===== config.mk =====
export PLATFORM = sky130hd
export DESIGN_NAME = green_exec_unit
export DESIGN_NICKNAME = d
export VERILOG_FILES = /design/src/rtl/green_exec_unit.sv
export SDC_FILE = /design/constraint.sdc
export NUM_CORES = 2
export LEC_CHECK = 0
export ABC_CLOCK_PERIOD_IN_PS = 12700
export BUFFER_PORTS_ARGS = -buffer_cell sky130_fd_sc_hd__buf_2
export CAP_MARGIN = 40
export CORE_AREA = 2 2 539 541
export DETAILED_ROUTE_END_ITERATION = 16
export DIE_AREA = 0 0 541 543
export HOLD_SLACK_MARGIN = 0.03
export PLACE_DENSITY_LB_ADDON = 0.15
export SKIP_LAST_GASP = 1
export SYNTH_ARGS = -nofsm -noshare
export SYNTH_HDL_FRONTEND = slang
export SYNTH_SLANG_ARGS = --single-unit

===== constraint.sdc =====
create_clock -name clk -period 12.7 [get_ports clk]
set_input_delay 1.905 -clock clk [delete_from_list [all_inputs] [get_ports clk]]
set_output_delay 1.905 -clock clk [all_outputs]
set_load 0.01 [all_outputs]

===== src/rtl/green_exec_unit.sv =====
// green_exec_unit -- multi-cycle execute unit with an internal single-port RAM
// and an internal {Z,N,C} flag register. One instruction per start/done
// handshake: IDLE -> EXEC -> (MEM for loads) -> DONE -> IDLE.
//
// Ports:
//   clk        rising-edge clock
//   rst        synchronous active-high reset
//   start      issue request, sampled only in IDLE
//   op         opcode (0 NOP, 1/2 INCA/B, 3/4 DECA/B, 5/6 LDA/B, 7/8 STA/B,
//              9 BR, A BRZ, B BRN, C BRC, D CLRF, E-F NOP)
//   addr       RAM address / branch target
//   a_in,b_in  operands, captured on acceptance
//   busy       high from the cycle after acceptance through the done cycle
//   done       one-cycle completion pulse
//   a_out,b_out registered results, held until the next done
//   znc        flag register {Z,N,C}
//   br_taken   branch condition held for the last completed op
//   br_target  target of the taken branch, 0 otherwise
module green_exec_unit #(
  parameter int WIDTH  = 16,
  parameter int ADDR_W = 8
) (
  input  logic              clk,
  input  logic              rst,
  input  logic              start,
  input  logic [3:0]        op,
  input  logic [ADDR_W-1:0] addr,
  input  logic [WIDTH-1:0]  a_in,
  input  logic [WIDTH-1:0]  b_in,
  output logic              busy,
  output logic              done,
  output logic [WIDTH-1:0]  a_out,
  output logic [WIDTH-1:0]  b_out,
  output logic [2:0]        znc,
  output logic              br_taken,
  output logic [ADDR_W-1:0] br_target
);

  localparam logic [3:0] OP_INCA = 4'h1, OP_INCB = 4'h2;
  localparam logic [3:0] OP_DECA = 4'h3, OP_DECB = 4'h4;
  localparam logic [3:0] OP_LDA  = 4'h5, OP_LDB  = 4'h6;
  localparam logic [3:0] OP_STA  = 4'h7, OP_STB  = 4'h8;
  localparam logic [3:0] OP_BR   = 4'h9, OP_BRZ  = 4'hA;
  localparam logic [3:0] OP_BRN  = 4'hB, OP_BRC  = 4'hC;
  localparam logic [3:0] OP_CLRF = 4'hD;

  localparam logic [WIDTH-1:0] ONE   = WIDTH'(1);
  localparam int               DEPTH = 2**ADDR_W;

  typedef enum logic [1:0] {
    S_IDLE = 2'd0,
    S_EXEC = 2'd1,
    S_MEM  = 2'd2,
    S_DONE = 2'd3
  } state_t;

  state_t            r_state, w_next_state;
  logic [3:0]        r_op;
  logic [ADDR_W-1:0] r_addr;
  logic [WIDTH-1:0]  r_a, r_b;
  logic [WIDTH-1:0]  r_mem [DEPTH];
  logic [WIDTH-1:0]  r_rdata;

  logic              w_accept, w_is_load, w_is_store, w_taken;
  logic [WIDTH-1:0]  w_res_a, w_res_b;
  logic [2:0]        w_res_znc;

  function automatic logic [2:0] flags_of(input logic [WIDTH-1:0] v, input logic c);
    return {(v == '0), v[WIDTH-1], c};
  endfunction

  assign w_accept   = (r_state == S_IDLE) && start;
  assign w_is_load  = (r_op == OP_LDA) || (r_op == OP_LDB);
  assign w_is_store = (r_op == OP_STA) || (r_op == OP_STB);

  // State register
  // NOTE: sequential state uses non-blocking assignments so every flop
  // samples pre-edge values regardless of block ordering.
  always_ff @(posedge clk) begin
    if (rst) r_state <= S_IDLE;
    else     r_state <= w_next_state;
  end

  // Next-state logic
  // NOTE: default assignment first so no path leaves a variable unassigned,
  // which would infer a latch.
  always_comb begin
    w_next_state = r_state;
    case (r_state)
      S_IDLE:  if (start) w_next_state = S_EXEC;
      S_EXEC:  w_next_state = w_is_load ? S_MEM : S_DONE;
      S_MEM:   w_next_state = S_DONE;
      S_DONE:  w_next_state = S_IDLE;
      default: w_next_state = S_IDLE;
    endcase
  end

  // State-decoded outputs
  always_comb begin
    busy = (r_state != S_IDLE);
    done = (r_state == S_DONE);
  end

  // Instruction capture on acceptance; rst takes priority over start.
  always_ff @(posedge clk) begin
    if (rst) begin
      r_op   <= '0;
      r_addr <= '0;
      r_a    <= '0;
      r_b    <= '0;
    end else if (w_accept) begin
      r_op   <= op;
      r_addr <= addr;
      r_a    <= a_in;
      r_b    <= b_in;
    end
  end

  // EXEC-cycle datapath for non-load ops. Branches read the flag register,
  // which cannot change between acceptance and this cycle.
  always_comb begin
    w_res_a   = r_a;
    w_res_b   = r_b;
    w_res_znc = znc;
    w_taken   = 1'b0;
    case (r_op)
      OP_INCA: begin w_res_a = r_a + ONE; w_res_znc = flags_of(w_res_a, &r_a);      end
      OP_INCB: begin w_res_b = r_b + ONE; w_res_znc = flags_of(w_res_b, &r_b);      end
      OP_DECA: begin w_res_a = r_a - ONE; w_res_znc = flags_of(w_res_a, r_a == '0); end
      OP_DECB: begin w_res_b = r_b - ONE; w_res_znc = flags_of(w_res_b, r_b == '0); end
      OP_BR:   w_taken   = 1'b1;
      OP_BRZ:  w_taken   = znc[2];
      OP_BRN:  w_taken   = znc[1];
      OP_BRC:  w_taken   = znc[0];
      OP_CLRF: w_res_znc = 3'b000;
      default: ;
    endcase
  end

  // Result registers load on the edge entering DONE so they are valid
  // during the done cycle and hold until the next one.
  always_ff @(posedge clk) begin
    if (rst) begin
      a_out     <= '0;
      b_out     <= '0;
      znc       <= 3'b000;
      br_taken  <= 1'b0;
      br_target <= '0;
    end else if (r_state == S_EXEC && !w_is_load) begin
      a_out     <= w_res_a;
      b_out     <= w_res_b;
      znc       <= w_res_znc;
      br_taken  <= w_taken;
      br_target <= w_taken ? r_addr : '0;
    end else if (r_state == S_MEM) begin
      a_out     <= (r_op == OP_LDA) ? r_rdata : r_a;
      b_out     <= (r_op == OP_LDB) ? r_rdata : r_b;
      znc       <= flags_of(r_rdata, 1'b0);
      br_taken  <= 1'b0;
      br_target <= '0;
    end
  end

  // Single-port RAM: one access per op, in EXEC. rst gates the write so a
  // reset in a store's EXEC cycle leaves memory untouched.
  // NOTE: the array and read register are intentionally not reset; clearing
  // a RAM would prevent mapping it onto a memory macro.
  always_ff @(posedge clk) begin
    if (!rst && r_state == S_EXEC) begin
      if (w_is_store) r_mem[r_addr] <= (r_op == OP_STA) ? r_a : r_b;
      if (w_is_load)  r_rdata       <= r_mem[r_addr];
    end
  end

endmodule


Word level (Yosys, flattened, before mapping):

Memories as Yosys holds them, arrays and structs flattened. A register that Yosys moved wholly into a read port is not among the register bits.
Cells that the tools add are included.
Widths: inputs -> output; s select.

* bits of input ports: 47
* RAM bits: 4096
* bits in registers: 90
* word-level logic and storage cells: 78
* output and inout bits: 46
* memories kept: 1

Memory list
* r_mem: words 256, width 16, read ports 1, clocked after memory_dff 1, wr ports 1, line 61 `logic [WIDTH-1:0] r_mem [DEPTH];`

* equal/unequal tests: 18
* $add $sub $neg: 4
* muxes and demuxes: 24
* reductions and logical operators: 21

Operators by type and width (number)
* $logic_not 16->1: 7
* $mux 16: 7
* $pmux 16 s2: 2
* $add 16x1->16 const B: 2
* $reduce_and 16->1: 2
* $sub 16x1->16 const B: 2
* $eq 4x4->1 const B: 6
* $mux 8: 3
* $eq 4x3->1 const B: 4
* $pmux 3 s5: 1
* $eq 4x2->1 const B: 2
* $pmux 2 s4: 1
* $mux 1: 6
* $mux 3: 2
* $ne 6x1->1 const B: 1
* $eq 2x2->1 const B: 2
* $eq 4x1->1 const B: 1
* $pmux 1 s4: 1
* $reduce_and 2->1: 2
* $reduce_bool 2->1: 2
* $logic_and 1x1->1: 3
* $eq 2x1->1 const B: 1
* $logic_not 1->1: 2
* $logic_not 2->1: 1
* 3 further kinds: 4

Longest topological paths before layout:

* depth after elaboration: 6
* depth in mapped cells: 13

Worst setup path after synthesis:

OpenSTA, ideal clock, no wires.

* path kind: register to register
* start point: register r_op[0]
* end point: memory r_mem[0][0], data pin
* stages on the path, launching flop included: 7
* library setup time: 2190 ps
* arrival: 11376 ps
* period minus slack after synthesis: 13565 ps
* setup slack: -865 ps
* cell sequence: dfxtp_1 clkbuf_1 nor2b_1 nand3_1 clkbuf_1 clkbuf_1 o21ai_0

* word-level cells in the longest chain between the ends: 2

RTL lines
* start, declared: line 58 `logic [3:0] r_op;`
* start signal, assigned: line 112 `r_op <= op;`
* $eq 4x3->1: line 170 `if (w_is_store) r_mem[r_addr] <= (r_op == OP_STA) ? r_a : r_b;`
* $mux 16: line 170
* end, declared: line 61

No other way between the ends.

==> metrics.md <==
| Metric | Value |
|---|---|
| Worst skew pair latency | 0.97 ns |
| Hold_buf cts | 0 |
| RSZ-0062 raised after global routing | false |
| Synthesized area per cell | ~22 um^2 |
| Peak VDD IR | approximately 0.00016 V |
| P_leak | between 50 and 60 nW |
| EDFF count, synth | around 4100 |
| Cells along the critical path | buf_4 -> buf_4 -> buf_12 -> mux4_2 -> mux4_2 -> a21oi_1 -> nand4_1 -> or3_1 |
| Worst hold slack | 0.505 ns |
| Initial Util | 0.568 |
| Max-slew violations | 0 |
| CTS tree | yes |
| Async S/R FF share, synth | 0 |
| Switching portion of total power | 0.262 |
| Syn Inst Count | between 7000 and 8000 |
| Gp weighted congestion | approximately 0.9 |
| Critical path required time | between 10 and 15 ns |
| Post-route ant nets | 1 |
| Initial DRC count | approximately 13000 |
| Via Count | approximately 83000 |
| Initial antenna violation count | 25 |
| Met2 Use GR | 0.461 |
| Fillers | 18506 |
| Largest net degree at the start of global routing | ~220 |
| Pwr Density | 179 mW/mm^2 |
| Startpoint types | flip-flop |
| Setup Viol. Count Final | 0 |
| Cell-internal power | ~0.025 W |
| Type of the tightest min-delay check | reg -> reg |
| Hold Path Origin | a_out[8] |
| Overflow after GRT | 0 |
| Die Y-Extent | 543 um |
| CP top delay family | buffers and inverters |
| Worst setup margin | ~6.7 ns |
| CP max FO | 122 |
| Synth-to-layout area growth | 14.2% |
| Fin crit share | 0.470 |
| Remaining DRCs | 0 |
| Max transition margin | 0.0786 |
| Crit Reg-Reg Startpoint | r_addr[1] |
| DP Worst Slack | approximately 6.8 ns |
| Met1 GRT Util | 0.445 |
| Hold Vio Cnt, Final | 0 |
| Fin cells | between 10000 and 15000 |
| Actual slew at the worst max-slew pin | approximately 1.4 ns |
| Resized Gates After CTS | 0 |
| Drt wl/cell | between 30 and 40 um |
| Post-synthesis register bit count | between 4000 and 5000 |
| IO Pins | 93 |
| WP data arrival | about 6.7 ns |
| Clk_skew | 0.0609 ns |
| Comb pwr share | 0.151 |
| Yosys warns | 0 |
| Busiest layer in global routing | met2 |
| Met3 global-route usage | 0.0739 |
| Final core utilization | 0.649 |
| Setup bufs post-CTS | 0 |
| CP Launch Point | r_addr[1] |
| Clock transition at path regs | 0.06 ns |
| I/O Buffers | 92 |
| Switch Pwr | roughly 0.0087 W |
| CP Buf/Inv Count | 3 |
| Clock share of power | 0.369 |
| Peak per-stage delay on the critical path | 0.83 ns |
| Mapped Nets | roughly 7500 |
| H-tree depth | 5 |
| Die ar. | approximately 0.29 mm^2 |
| Failing checks | antenna violations |
| Nets | roughly 8000 |
| Max-cap check violation count | 0 |
| CP Capture Type | flip-flop |
| Core Box Area | between 0.2 and 0.3 mm^2 |
| Via density | approximately 6.9 |
| Min cycle time layout | around 6 ns |
| Inst Count DP | 11327 |
| Post-DP HPWL | roughly 280 mm |
| Total GRT Usage | 0.308 |
| Share of cells above drive strength 1 | 0.310 |
| Post-synth top flop | edfxtp_1 |
| Post-synthesis sequential area ratio | 0.767 |
| Cell with the largest stage delay on the worst path | dfxtp_4 |
| Maximum clock rate | 168 MHz |
| Outcome | finished, violations left |
| Crit Path Class | reg -> reg |
| Pre-Repair DR Iteration Count | 10 |
| DIE WIDTH | about 540 um |
| Root Buffer | clkbuf_16 |
| First-pass GRT wire length | 633 mm |
| CTS buffer count | between 400 and 500 |
| FP Rows | around 200 |
| Number of global-route vias before repair | between 80000 and 90000 |
| Post-synthesis cell type count | 70 |
| CTS Buffer Depth | 4 |
| Sequential power share | 0.479 |
| DRT Wirelength | 451 mm |
| Synth Cell Area | 0.163 mm^2 |
| Clk sinks | between 4000 and 5000 |
[synth_stat cells, types with 7 or more instances]
master | n | area (um^2)
a21oi_1 | 137 | 686
inv_1 | 14 | 52.6
nor3_1 | 47 | 235
o211ai_1 | 11 | 82.6
dfxtp_1 | 90 | 1800
edfxtp_1 | 4112 | 123000
o21ai_0 | 30 | 150
buf_6 | 23 | 259
or4_1 | 8 | 60.1
nand2b_1 | 16 | 100
buf_1 | 59 | 221
nand3_1 | 49 | 245
nor2b_1 | 14 | 87.6
a221oi_1 | 16 | 140
buf_2 | 134 | 671
a22o_1 | 18 | 158
nor2_1 | 380 | 1430
or3_1 | 18 | 113
mux2i_1 | 169 | 1690
buf_4 | 37 | 278
xor2_1 | 12 | 105
o32ai_1 | 21 | 184
mux2_2 | 16 | 180
xnor2_1 | 17 | 149
nand2_1 | 233 | 875
and2_1 | 7 | 43.8
clkbuf_1 | 195 | 732
a31oi_1 | 12 | 75.1
nor4_1 | 31 | 194
and3_1 | 14 | 87.6
a211oi_1 | 23 | 173
o22ai_1 | 49 | 307
nand4_1 | 27 | 169
a22oi_1 | 124 | 931
mux4_2 | 1164 | 26200
ha_1 | 13 | 163
[final cells by class]
| type | instances | area [um^2] | share of cell area |
|---|---|---|---|
| clock inverters | 248 | 2720 | 0.0146 |
| diodes | 20 | 50.0 | 0.000268 |
| multi-input cells | 2760 | 36600 | 0.197 |
| repair buffers | 574 | 6060 | 0.0325 |
| flip-flops and latches | 4202 | 125000 | 0.672 |
| inverters | 14 | 52.6 | 0.000282 |
| clock buffers | 514 | 10900 | 0.0583 |
| well taps | 3781 | 4730 | 0.0254 |
[placed cells by master (no fill, tap or decap), drive strengths merged, types with 49 or more instances in the layout]
cell	instances
a21oi	137
nand3	49
a22oi	124
buf	568
nor2	380
mux2i	169
clkinv	175
dfxtp	90
o22ai	49
clkbuf	516
nand2	233
mux4	1164
edfxtp	4112
[through the flow]
stage	instance area, um^2	power (W)	setup TNS, ns
floorplan	163000	0.0192	-664.69
global placement	169000	0.0211	0
detailed placement	173000	0.0212	0
CTS	186000	0.0334	0
global route	186000	0.0341	0
finish	186000	0.0333	0
[kinds of logic after synthesis]
group,after synthesis,synth area share
mux,1349,0.172
simple gates,880,0.0241
compound gates,489,0.0203
fa+ha+maj,13,0.000996
xor+xnor,29,0.00156
flops,4202,0.767
buf+inv,462,0.0136
[worst min-delay path, stage by stage, from the launching register on]
cell and delay (ns):
dfxtp_1 0.31, nor2_1 0.10, nor3_1 0.05
[state kept, by name, indices dropped and copies added, names as in the netlist]
name       flops
r_op           4
r_rdata       16
znc            3
r_addr         8
br_taken       1
b_out         16
r_b           16
br_target      8
r_state        2
a_out         16
r_mem       4096
r_a           16
[per-layer routing]
layer	vias to the layer above	routed length, um
met3	832	50700
met4	10	20600
li1	32505	-
met5	-	57
met1	44495	172000
met2	5249	208000
[path summary, 6_finish.rpt]
kind | end | slack (ns) | cells after the start
worst max-delay path | r_rdata[15] | 6.74 | 8
worst min-delay path | a_out[8] | 0.50 | 2
worst max register to register | r_rdata[15] | 6.74 | 8
worst min register to register | a_out[8] | 0.50 | 2
[power groups by stage]
| stage | Combinational, W | Sequential, W | Clock (W) |
|---|---|---|---|
| floorplan | 0.00292 | 0.0163 | 0 |
| global placement | 0.00479 | 0.0163 | 0 |
| detailed placement | 0.00499 | 0.0162 | 0 |
| CTS | 0.00501 | 0.0160 | 0.0124 |
| global route | 0.00524 | 0.0160 | 0.0129 |
| finish | 0.00504 | 0.0160 | 0.0123 |
(Power assumes the default switching activity.)
